### src/rtl/cme_pkg.sv
// cme_pkg: shared types and default sizes for the count-match event block.
//   cme_state_t : FSM states IDLE / ARMED / DRAIN
//   CME_*_W     : default widths for count, pending counter and sequence number
//   PEND_MAX    : saturation level of the pending-event counter at default width
package cme_pkg;

  typedef enum logic [1:0] {
    IDLE  = 2'd0,
    ARMED = 2'd1,
    DRAIN = 2'd2
  } cme_state_t;

  localparam int unsigned CME_CNT_W  = 4;
  localparam int unsigned CME_PEND_W = 3;
  localparam int unsigned CME_SEQ_W  = 8;

  function automatic int unsigned pend_max(input int unsigned w);
    return (1 << w) - 1;
  endfunction

  localparam int unsigned PEND_MAX = pend_max(CME_PEND_W);

endpackage

### src/rtl/cme_pend_ctr.sv
// cme_pend_ctr: saturating up/down counter of queued events.
//   clk, rst  : clock, asynchronous active-high reset
//   inc, dec  : request +1 / -1 (both together leave the count unchanged)
//   count     : current number of queued events
//   full      : count at its maximum
//   empty     : count is zero
//   ovf_pulse : an increment was dropped because the counter was full
module cme_pend_ctr
  import cme_pkg::*;
#(
  parameter int unsigned W = CME_PEND_W
) (
  input  logic         clk,
  input  logic         rst,
  input  logic         inc,
  input  logic         dec,
  output logic [W-1:0] count,
  output logic         full,
  output logic         empty,
  output logic         ovf_pulse
);

  logic [W-1:0] r_count;

  assign count     = r_count;
  assign full      = &r_count;
  assign empty     = (r_count == '0);
  assign ovf_pulse = inc & ~dec & full;

  always_ff @(posedge clk or posedge rst) begin
    if (rst) begin
      r_count <= '0;
    end else if (inc && !dec && !full) begin
      r_count <= r_count + W'(1);
    end else if (dec && !inc && !empty) begin
      r_count <= r_count - W'(1);
    end
  end

endmodule

### src/rtl/cnt_match_event.sv
// cnt_match_event: watches an upstream free-running count, raises an event each
// time it newly equals a latched match value, queues events in a saturating
// pending count and delivers them one at a time over valid/ready with a
// sequence number.
//   clk, rst            : clock, asynchronous active-high reset
//   cnt_in              : upstream count
//   match_val           : compare value, latched on an accepted arm
//   arm / disarm        : start watching (IDLE only) / stop watching (ARMED only)
//   evt_valid/evt_ready : event handshake, evt_seq numbers the presented event
//   pending             : queued event count
//   ovf                 : sticky, a hit was dropped at saturation (cleared on arm)
//   busy                : FSM not in IDLE
//   wrap_cnt            : upstream wrap counter, present only with CME_WRAP_DETECT_EN
module cnt_match_event
  import cme_pkg::*;
#(
  parameter int unsigned CNT_W  = CME_CNT_W,
  parameter int unsigned PEND_W = CME_PEND_W,
  parameter int unsigned SEQ_W  = CME_SEQ_W
) (
  input  logic              clk,
  input  logic              rst,
  input  logic [CNT_W-1:0]  cnt_in,
  input  logic [CNT_W-1:0]  match_val,
  input  logic              arm,
  input  logic              disarm,
  output logic              evt_valid,
  input  logic              evt_ready,
  output logic [SEQ_W-1:0]  evt_seq,
  output logic [PEND_W-1:0] pending,
  output logic              ovf,
  output logic              busy
`ifdef CME_WRAP_DETECT_EN
  ,
  output logic [SEQ_W-1:0]  wrap_cnt
`endif
);

  cme_state_t        r_state;
  logic [CNT_W-1:0]  r_cnt_q;
  logic [CNT_W-1:0]  r_match_q;
  logic [SEQ_W-1:0]  r_seq;
  logic              r_ovf;

  logic              w_hit;
  logic              w_pop;
  logic              w_arm_acc;
  logic              w_empty;
  logic              w_full_unused;
  logic              w_ovf_pulse;

  // A hit needs a change of count so a stalled upstream does not re-fire.
  assign w_hit     = (r_state == ARMED) && (cnt_in == r_match_q) && (cnt_in != r_cnt_q);
  assign w_pop     = evt_valid & evt_ready;
  assign w_arm_acc = (r_state == IDLE) & arm;

  cme_pend_ctr #(.W(PEND_W)) u_pend (
    .clk       (clk),
    .rst       (rst),
    .inc       (w_hit),
    .dec       (w_pop),
    .count     (pending),
    .full      (w_full_unused),
    .empty     (w_empty),
    .ovf_pulse (w_ovf_pulse)
  );

  assign evt_valid = ~w_empty;
  assign evt_seq   = r_seq;
  assign ovf       = r_ovf;
  assign busy      = (r_state != IDLE);

  always_ff @(posedge clk or posedge rst) begin
    if (rst) begin
      r_state   <= IDLE;
      r_cnt_q   <= '0;
      r_match_q <= '0;
      r_seq     <= '0;
      r_ovf     <= 1'b0;
    end else begin
      r_cnt_q <= cnt_in;
      if (w_pop) r_seq <= r_seq + SEQ_W'(1);
      if (w_ovf_pulse) r_ovf <= 1'b1;
      case (r_state)
        IDLE: begin
          if (arm) begin
            r_state   <= ARMED;
            r_match_q <= match_val;
            r_ovf     <= 1'b0;
          end
        end
        ARMED: begin
          if (disarm) r_state <= DRAIN;
        end
        DRAIN: begin
          if (w_empty) r_state <= IDLE;
        end
        default: r_state <= IDLE;
      endcase
    end
  end

`ifdef CME_WRAP_DETECT_EN
  logic [SEQ_W-1:0] r_wrap_cnt;

  assign wrap_cnt = r_wrap_cnt;

  always_ff @(posedge clk or posedge rst) begin
    if (rst) begin
      r_wrap_cnt <= '0;
    end else if (w_arm_acc) begin
      r_wrap_cnt <= '0;
    end else if (cnt_in < r_cnt_q) begin
      r_wrap_cnt <= r_wrap_cnt + SEQ_W'(1);
    end
  end
`else
  logic w_arm_acc_unused;
  assign w_arm_acc_unused = w_arm_acc;
`endif

endmodule

### config.mk
export PLATFORM = sky130hd
export DESIGN_NAME = cnt_match_event
export DESIGN_NICKNAME = d
export VERILOG_FILES = /design/src/rtl/cme_pkg.sv /design/src/rtl/cme_pend_ctr.sv /design/src/rtl/cnt_match_event.sv
export SDC_FILE = /design/constraint.sdc
export NUM_CORES = 1
export LEC_CHECK = 0
export CAP_MARGIN = 10
export CELL_PAD_IN_SITES_DETAIL_PLACEMENT = 2
export CELL_PAD_IN_SITES_GLOBAL_PLACEMENT = 2
export CORE_MARGIN = 8
export CORE_UTILIZATION = 30
export CTS_CLUSTER_DIAMETER = 100
export DETAILED_ROUTE_END_ITERATION = 16
export PLACE_DENSITY = 0.79
export SETUP_SLACK_MARGIN = 0.3
export SLEW_MARGIN = 20
export SYNTH_ARGS = -nofsm -noshare
export SYNTH_HDL_FRONTEND = slang
export SYNTH_SLANG_ARGS = --single-unit
### constraint.sdc
create_clock -name clk -period 4.9 [get_ports clk]
set_clock_uncertainty 0.05 [all_clocks]
set_input_delay 0.98 -clock clk [delete_from_list [all_inputs] [get_ports clk]]
set_output_delay 0.98 -clock clk [all_outputs]
set_load 0.01 [all_outputs]
==> reports/results.txt, run 1 <==
power per cell area: 537 nW/um^2
IO Port Bufs: 26
sequential area share after synthesis: 0.466
setup bufs post-CTS: 0
# IOs: 27
clock latency on the worst-skew pair: 260 ps
Crit. End Element: flip-flop
HPWL after detailed placement: 2660 um
final setup violation count: 0
DP Worst Slack: 1490 ps
setup TNS: 0 ps
DP Area: 1500 um^2
Main synth FF type: dfrtp_1
post-synthesis instance total: 107
Die Area: 6210 um^2
unrepaired setup endpoints after global routing: false
fraction of layout cells with a size suffix above 1: 0.133
sequential share of power: 0.402
fin crit period: 3110 ps
Final Max Slew Viols: 0
Rows: 23
crit share post-route: 0.635
drt wl/cell: 18.3 um
clock sink total: 22
Die Wd: 78.8 um
Root Driver: clkbuf_8
Worst-Margin Slew: 847 ps
average size of a mapped cell: 11.1 um^2
Total Power: 833 uW
Clk pin slew, worst setup/hold paths: 80 ps
final worst-path setup slack: 1790 ps
status: complete, no violations
count of different cell masters after synthesis: 40
total core area: 3880 um^2
final-report hold violation count: 0
fin nets: 151
Yosys warning count: 0
CTS buffer count: 3
CTS Buffer Depth: 2
sw frac: 0.383
Async SR Flop Fraction: 1.00
post-synthesis sequential element count: 22
Via Count: 948
Clock power frac: 0.158
n_diodes: 0
Setup CP Type: in2reg
Layout area overhead: 31.2%
Routed Antenna Nets: 0
HP Class: reg2reg
CTS Hold Buffers Added: 0
crit path DAT: 3240 ps
Detailed Route Iter0 Violations: 17
Slew Limit Headroom: 0.434
Post-Syn Area: 1180 um^2
post-CTS resize count: 0
first-pass iteration count of the detailed router: 2
FMAX: 321 MHz
final wirelength: 3380 um
first-pass GRT wire length: 5590 um
H-tree depth: 1
TritonCTS clock tree: built
Logic pwr share: 0.440
maximum VDD drop: 0.229 mV
grt ovf: 0
final core occ: 0.399
EDFF count, synth: 0
Max-Cap Viols: 0
Pleak: 0.000639 uW
routability cong.: 0.850
fin area: 1550 um^2
DRC viols: 0
number of global-route vias before repair: 1153
# fillers: 426
Total GRT Usage: 0.115
Initial Util: 0.304
switching power: 319 uW
Die Height: 78.8 um
Syn Nets: 122
initial antenna violation count: 0
Required @ worst endpoint: 5020 ps
Vias per Instance: 5.12
largest fanout on the critical path: 5
Setup crit start kind: input port
largest net degree at the start of global routing: 23
Int Pwr: 514 uW
[Yosys cell counts, types with 2 or more instances]
library cell / n / area (um^2)
dfrtp_1: 22 / 551
xnor2_1: 9 / 78.8
inv_1: 7 / 26.3
mux2_2: 5 / 56.3
nand2_1: 5 / 18.8
nand4_1: 5 / 31.3
nor2_1: 5 / 18.8
xor2_1: 5 / 43.8
o21ai_0: 4 / 20.0
a21oi_1: 3 / 15.0
nor3_1: 3 / 15.0
a311oi_1: 2 / 17.5
a31oi_1: 2 / 12.5
and2b_1: 2 / 15.0
mux2i_1: 2 / 20.0
nand3_1: 2 / 10.0
[worst paths after layout]
kind,end,depth (start not counted),from,slack [ps]
setup / recovery,u_pend.count[2],9,cnt_in[2],1790
hold / removal,evt_seq[7],1,evt_seq[7],420
setup reg to reg,u_pend.count[2],8,r_match_q[0],2580
hold reg to reg,evt_seq[7],1,evt_seq[7],420
max in group asynchronous,u_pend.count[1],2,rst,3140
min in group asynchronous,evt_seq[5],2,rst,1140
[flip-flops by register name, indices dropped and copies added, names as in the netlist]
register,flops
r_match_q,4
evt_seq,8
u_pend.count,3
r_cnt_q,4
ovf,1
r_state,2
[worst max-delay path, stage by stage]
cell and delay, ps:
clkdlybuf4s50_1 490, xor2_1 210, nor3_4 260, and3_2 290
nand2b_1 90, fa_1 420, nor4_1 270, a22oi_1 110
o211ai_1 120
[cell families (layout without fill, tap and decap cells)]
logic type,after synthesis,after routing,synth area share
adder cells (fa/ha/maj),2,2,0.0275
AND/OR/NAND/NOR,32,32,0.161
buffers and inverters,9,37,0.0296
AO/OA/AOI/OAI,20,20,0.134
multiplexers,7,7,0.0645
flip-flops,22,22,0.466
XOR/XNOR,15,15,0.117
[per-stage QoR]
stage | hold slack, ps | cells
after floorplan | 451 | 107
after detailed placement | 413 | 181
after CTS | 431 | 185
after global routing | 463 | 185
final | 423 | 185
after global placement | 411 | 181
[placed cells by master, fill, tap and decap left out, types with 2 or more instances in the layout]
cell              n
nor2_1            5
inv_1             7
and2b_1           2
a31oi_1           2
nand3_1           2
nand4_1           5
xor2_1            5
mux2_2            5
a311oi_1          2
clkdlybuf4s50_1  26
xnor2_1           9
nand2_1           5
o21ai_0           4
dfrtp_1          22
nor3_1            3
mux2i_1           2
clkbuf_8          4
a21oi_1           3
[layout make-up]
type | count | area [um^2] | area share
clock buffer | 4 | 55.1 | 0.0355
multi-input combinational | 76 | 597 | 0.385
sequential | 22 | 551 | 0.355
tap | 50 | 62.6 | 0.0403
inverter | 7 | 26.3 | 0.0169
timing repair buffer | 26 | 260 | 0.168
[power by group through the flow]
stage	logic [uW]	clock network (uW)	registers, uW
global route	401	143	350
finish	367	132	335
detailed placement	372	0	339
global placement	353	0	329
CTS	376	136	338
floorplan	216	0	324
[per-layer routing]
metal	GRT usage	share of wire	vias to the layer above
li1	-	-	438
met1	0.111	0.40	484
met2	0.222	0.54	20
met3	0.0316	0.043	6
met4	0.0463	0.013	0
met5	0	0	-
Power figures use the tool's default switching activity.
==> inputs of run 2 (changes only) <==
clock period = 3.16 ns   (was 4.9 ns; I/O delays follow)
==> run 2 against run 1 <==
Net effect:
- first-iteration DRC count up 140%
- critical path depth stayed put
- die area unchanged
- worst hold slack improved by 0.86 ps
- clock power grew 100%
- sequential power grew 55%
- combinational power rose by 58%
- core utilization increased by 0.71 points
- final cell count is 0.54% higher
- via count fell by 0.53%
- non-clock buffer count up 1
- highest routed layer unchanged
==> reports/results.txt, run 2 (synthesis gave the netlist of run 1 again) <==
Slew Limit Headroom: 0.410
Initial Util: 0.304
Die Area: 6210 um^2
Via Count: 943
initial antenna violation count: 0
worst hold path endpoint: evt_seq[7]
first-pass GRT wire length: 5690 um
Layout area overhead: 33.5%
final setup violation count: 0
Cell Chain, Critical Path: clkdlybuf4s50_1, xor2_1, nor3_4, and3_4, nand2b_1, fa_1, nand2_1, a21o_1, o2111ai_1
final wirelength: 3350 um
routability cong.: 0.847
Worst-Margin Slew: 883 ps
grt ovf: 0
HP Class: reg2reg
WP buf/inv: 1
Hold Crit Depth: 1
Vias per Instance: 5.07
max reg flops: 8
worst reg2reg path depth: 8
IO Port Bufs: 26
fraction of layout cells with a size suffix above 1: 0.140
Detailed Route Iter0 Violations: 40
status: complete, no violations
most common cell after layout, fill and taps aside: clkdlybuf4s50_1
most frequent cells in the layout: clkdlybuf4s50_1, dfrtp_1, xnor2_1, inv_1
Die Wd: 78.8 um
Fin Hold WS: 424 ps
first-pass iteration count of the detailed router: 4
Routed Antenna Nets: 0
M2 GR Usage: 0.205
final-report hold violation count: 0
crit path DAT: 2850 ps
Slowest cell on crit path: fa_1
busiest grt layer: met2
number of global-route vias before repair: 1125
r2r endpoint: u_pend.count[1]
Die Height: 78.8 um
crit-path leading delay family: simple AND/OR/NAND/NOR gates
HPWL after detailed placement: 2590 um
Max-Cap Viols: 0
Root Driver: clkbuf_8
grt met1 use: 0.128
FMAX: 369 MHz
Pleak: 0.000650 uW
Required @ worst endpoint: 3300 ps
Clk pin slew, worst setup/hold paths: 90 ps
Final Max Slew Viols: 0
total core area: 3880 um^2
DRC viols: 0
unrepaired setup endpoints after global routing: false
Setup crit start kind: input port
RR Startpoint: r_match_q[0]
hold path startpoint: evt_seq[7]
clock sink total: 22
n_diodes: 0
Total GRT Usage: 0.115
H-tree depth: 1
fin nets: 152
flop2flop setup slack: 910 ps
CTS Buffer Depth: 2
Crit. End Element: flip-flop
CTS buffer count: 3
largest net degree at the start of global routing: 23
largest fanout on the critical path: 5
setup TNS: 0 ps
CTS Hold Buffers Added: 0
crit share post-route: 0.858
clock latency on the worst-skew pair: 270 ps
slowest stage delay, CP: 550 ps
power per cell area: 865 nW/um^2
Setup CP Type: in2reg
fin crit period: 2710 ps
WP depth: 9
# IOs: 27
Rows: 23
maximum VDD drop: 0.368 mV
met3 Track Usage GR: 0.0384
drt wl/cell: 18.0 um
# fillers: 428
TritonCTS clock tree: built
run 2: cell count changes in the layout (fill, tap and decap cells not counted):
cell | previous run | this run
and3_4 | 0 | 1
bufinv_16 | 0 | 1
buf_4 | 0 | 1
and3_2 | 1 | 0
clkbuf_8 | 4 | 3
run 2: worst reg2reg max path, cell delays in order, from the launching register on:
cell and delay [ps]:
dfrtp_1 400, xor2_1 190, nor3_4 290, and3_4 270, nand2b_1 80, fa_1 550, nand2_1 70, a21o_1 170
o2111ai_1 90
run 2: cell type report:
cell class                      count  area [um^2]  share of cell area
Clock inverter                      1         30.0              0.0190
Tap cell                           50         62.6              0.0396
Inverter                            7         26.3              0.0166
Timing Repair Buffer               27          268               0.170
Sequential cell                    22          551               0.349
Clock buffer                        3         41.3              0.0261
Multi-Input combinational cell     76          601               0.380
run 2: worst max-delay path by stage:
stage                       to       from  slack, ps
6_report       u_pend.count[1]  cnt_in[2]        450
5_1_grt        u_pend.count[1]  cnt_in[2]        300
4_1_cts        u_pend.count[1]  cnt_in[2]        410
3_5_place_dp   u_pend.count[1]  cnt_in[2]        110
3_3_place_gp   u_pend.count[1]  cnt_in[2]        260
2_1_floorplan  u_pend.count[1]  cnt_in[0]        840
run 2: timing repair:
| item | CTS | global route |
|---|---|---|
| gates resized for setup | 0 | 1 |
| buffers inserted | 0 | 0 |
| endpoints found under the setup margin | 0 | 1 |
run 2: per-layer routing:
| layer | share of wire | wire, um | vias up |
|---|---|---|---|
| li1 | - | - | 442 |
| met1 | 0.41 | 1360 | 474 |
| met2 | 0.53 | 1760 | 23 |
| met3 | 0.059 | 199 | 4 |
| met4 | 0.0087 | 29 | 0 |
| met5 | 0 | 0 | - |
run 2: report_power, final:
part	internal [uW]	switching, uW
sequential	380	139
clock	169	98.5
combinational	309	270
run 2: metrics by stage:
step                       util  worst slack [ps]  std cells  instance area, um^2  power (uW)
after floorplan               -               840        107                 1180         837
after global placement    0.387               262        182                 1500        1060
after detailed placement  0.387               114        182                 1500        1100
after CTS                 0.405               409        186                 1580        1390
after global routing      0.406               304        186                 1580        1470
final                     0.406               450        186                 1580        1370
==> inputs of run 3 (changes only) <==
CORE_MARGIN = 2   (was 8)
clock period = 3.19 ns   (was 3.16 ns; I/O delays follow)
==> run 3 against run 2 <==
Net effect:
- highest routed layer unchanged
- sequential share of layout area up 0.055 points
- combinational power fell by 3%
- power is 2.1% lower
- worst hold slack got worse by 2.3 ps
- sequential cell count is the same
- setup slack better by 21 ps
- register-to-register slack barely moved
- clock power down 2%
- clock-buffer cell count unchanged
- global-route usage rose by 3.5 points
- largest cell class unchanged
- via count down 1.2%
==> reports/results.txt, run 3 (synthesis gave the netlist of run 1 again) <==
first-pass iteration count of the detailed router: 4
routability cong.: 0.822
# fillers: 392
CTS buffer count: 3
Clk pin slew, worst setup/hold paths: 80 ps
Via Count: 932
H-tree depth: 1
final setup violation count: 0
Worst-Margin Slew: 861 ps
most frequent cells in the layout: clkdlybuf4s50_1, dfrtp_1, xnor2_1, inv_1
Rows: 22
Layout area overhead: 33.3%
Final Max Slew Viols: 0
Die Area: 4460 um^2
total core area: 3720 um^2
HP Class: reg2reg
crit path DAT: 2850 ps
n_diodes: 0
max reg flops: 8
Total Power: 1340 uW
initial antenna violation count: 0
fin nets: 152
Total GRT Usage: 0.149
Die Height: 66.8 um
largest net degree at the start of global routing: 23
Crit. End Element: flip-flop
setup TNS: 0 ps
first-pass GRT wire length: 5020 um
Setup crit start kind: input port
DRC viols: 0
Max-Cap Viols: 0
most common cell after layout, fill and taps aside: clkdlybuf4s50_1
Detailed Route Iter0 Violations: 20
final wirelength: 2930 um
status: complete, no violations
# IOs: 27
Pleak: 0.000650 uW
TritonCTS clock tree: built
Root Driver: clkbuf_8
CTS Buffer Depth: 2
clock sink total: 22
maximum VDD drop: 0.349 mV
Vias per Instance: 5.07
Initial Util: 0.318
grt ovf: 0
fraction of layout cells with a size suffix above 1: 0.140
clock latency on the worst-skew pair: 270 ps
Die Wd: 66.8 um
largest fanout on the critical path: 5
crit share post-route: 0.852
Setup CP Type: in2reg
Slew Limit Headroom: 0.426
Required @ worst endpoint: 3320 ps
Routed Antenna Nets: 0
IO Port Bufs: 26
unrepaired setup endpoints after global routing: false
drt wl/cell: 15.9 um
final-report hold violation count: 0
fin crit period: 2720 ps
number of global-route vias before repair: 1041
HPWL after detailed placement: 2350 um
power per cell area: 848 nW/um^2
setup bufs post-CTS: 0
FMAX: 368 MHz
## run 3: cell counts in the layout (fill, tap and decap cells not counted)
Identical to the previous run, type by type.
## run 3: worst paths after layout
check / from / endpoint / slack [ps] / cells past startpoint
min in group asynchronous: rst / evt_seq[7] / 790 / 2
min: evt_seq[7] / evt_seq[7] / 420 / 1
min reg2reg: evt_seq[7] / evt_seq[7] / 420 / 1
max in group asynchronous: rst / r_match_q[3] / 1760 / 2
max: cnt_in[0] / u_pend.count[1] / 470 / 9
max reg2reg: r_match_q[0] / u_pend.count[1] / 920 / 8
## run 3: worst max-delay path: stages
cell and delay, ps:
clkdlybuf4s50_1 470, xor2_1 190, nor3_4 280, and3_4 270, nand2b_1 80, fa_1 550, nand2_1 70, a21o_1 170
o2111ai_1 110
## run 3: layout make-up
cell class,count,area [um^2],share of cell area
inverter,7,26.3,0.0167
clock buffer,3,41.3,0.0262
multi-input combinational,76,601,0.381
sequential,22,551,0.349
tap,48,60.1,0.0381
clock inverter,1,30.0,0.0190
timing repair buffer,27,268,0.170
## run 3: routing by layer
metal  vias up  global-route usage  part of all wire
li1        441                   -                 -
met1       471               0.197              0.44
met2        17               0.253              0.52
met3         3              0.0304             0.032
met4         0              0.0306            0.0065
met5         -                   0                 0
## run 3: stage by stage
stage               setup WS [ps]   util  instance area, um^2  std cells  hold slack (ps)
floorplan                     864      -                 1180        107              451
global placement              275  0.404                 1500        180              414
detailed placement            110  0.404                 1500        180              413
CTS                           392  0.423                 1570        184              429
global route                  307  0.424                 1580        184              472
finish                        471  0.424                 1580        184              422
## run 3: timing repair
| item | CTS | global route |
|---|---|---|
| endpoints found under the setup margin | 0 | 1 |
| hold buffers | 0 | 0 |
| gates resized for setup | 0 | 1 |
## run 3: power breakdown
| part | internal (uW) | switching, uW | total [uW] |
|---|---|---|---|
| logic | 305 | 258 | 563 |
| clock network | 168 | 95.5 | 263 |
| registers | 377 | 135 | 511 |
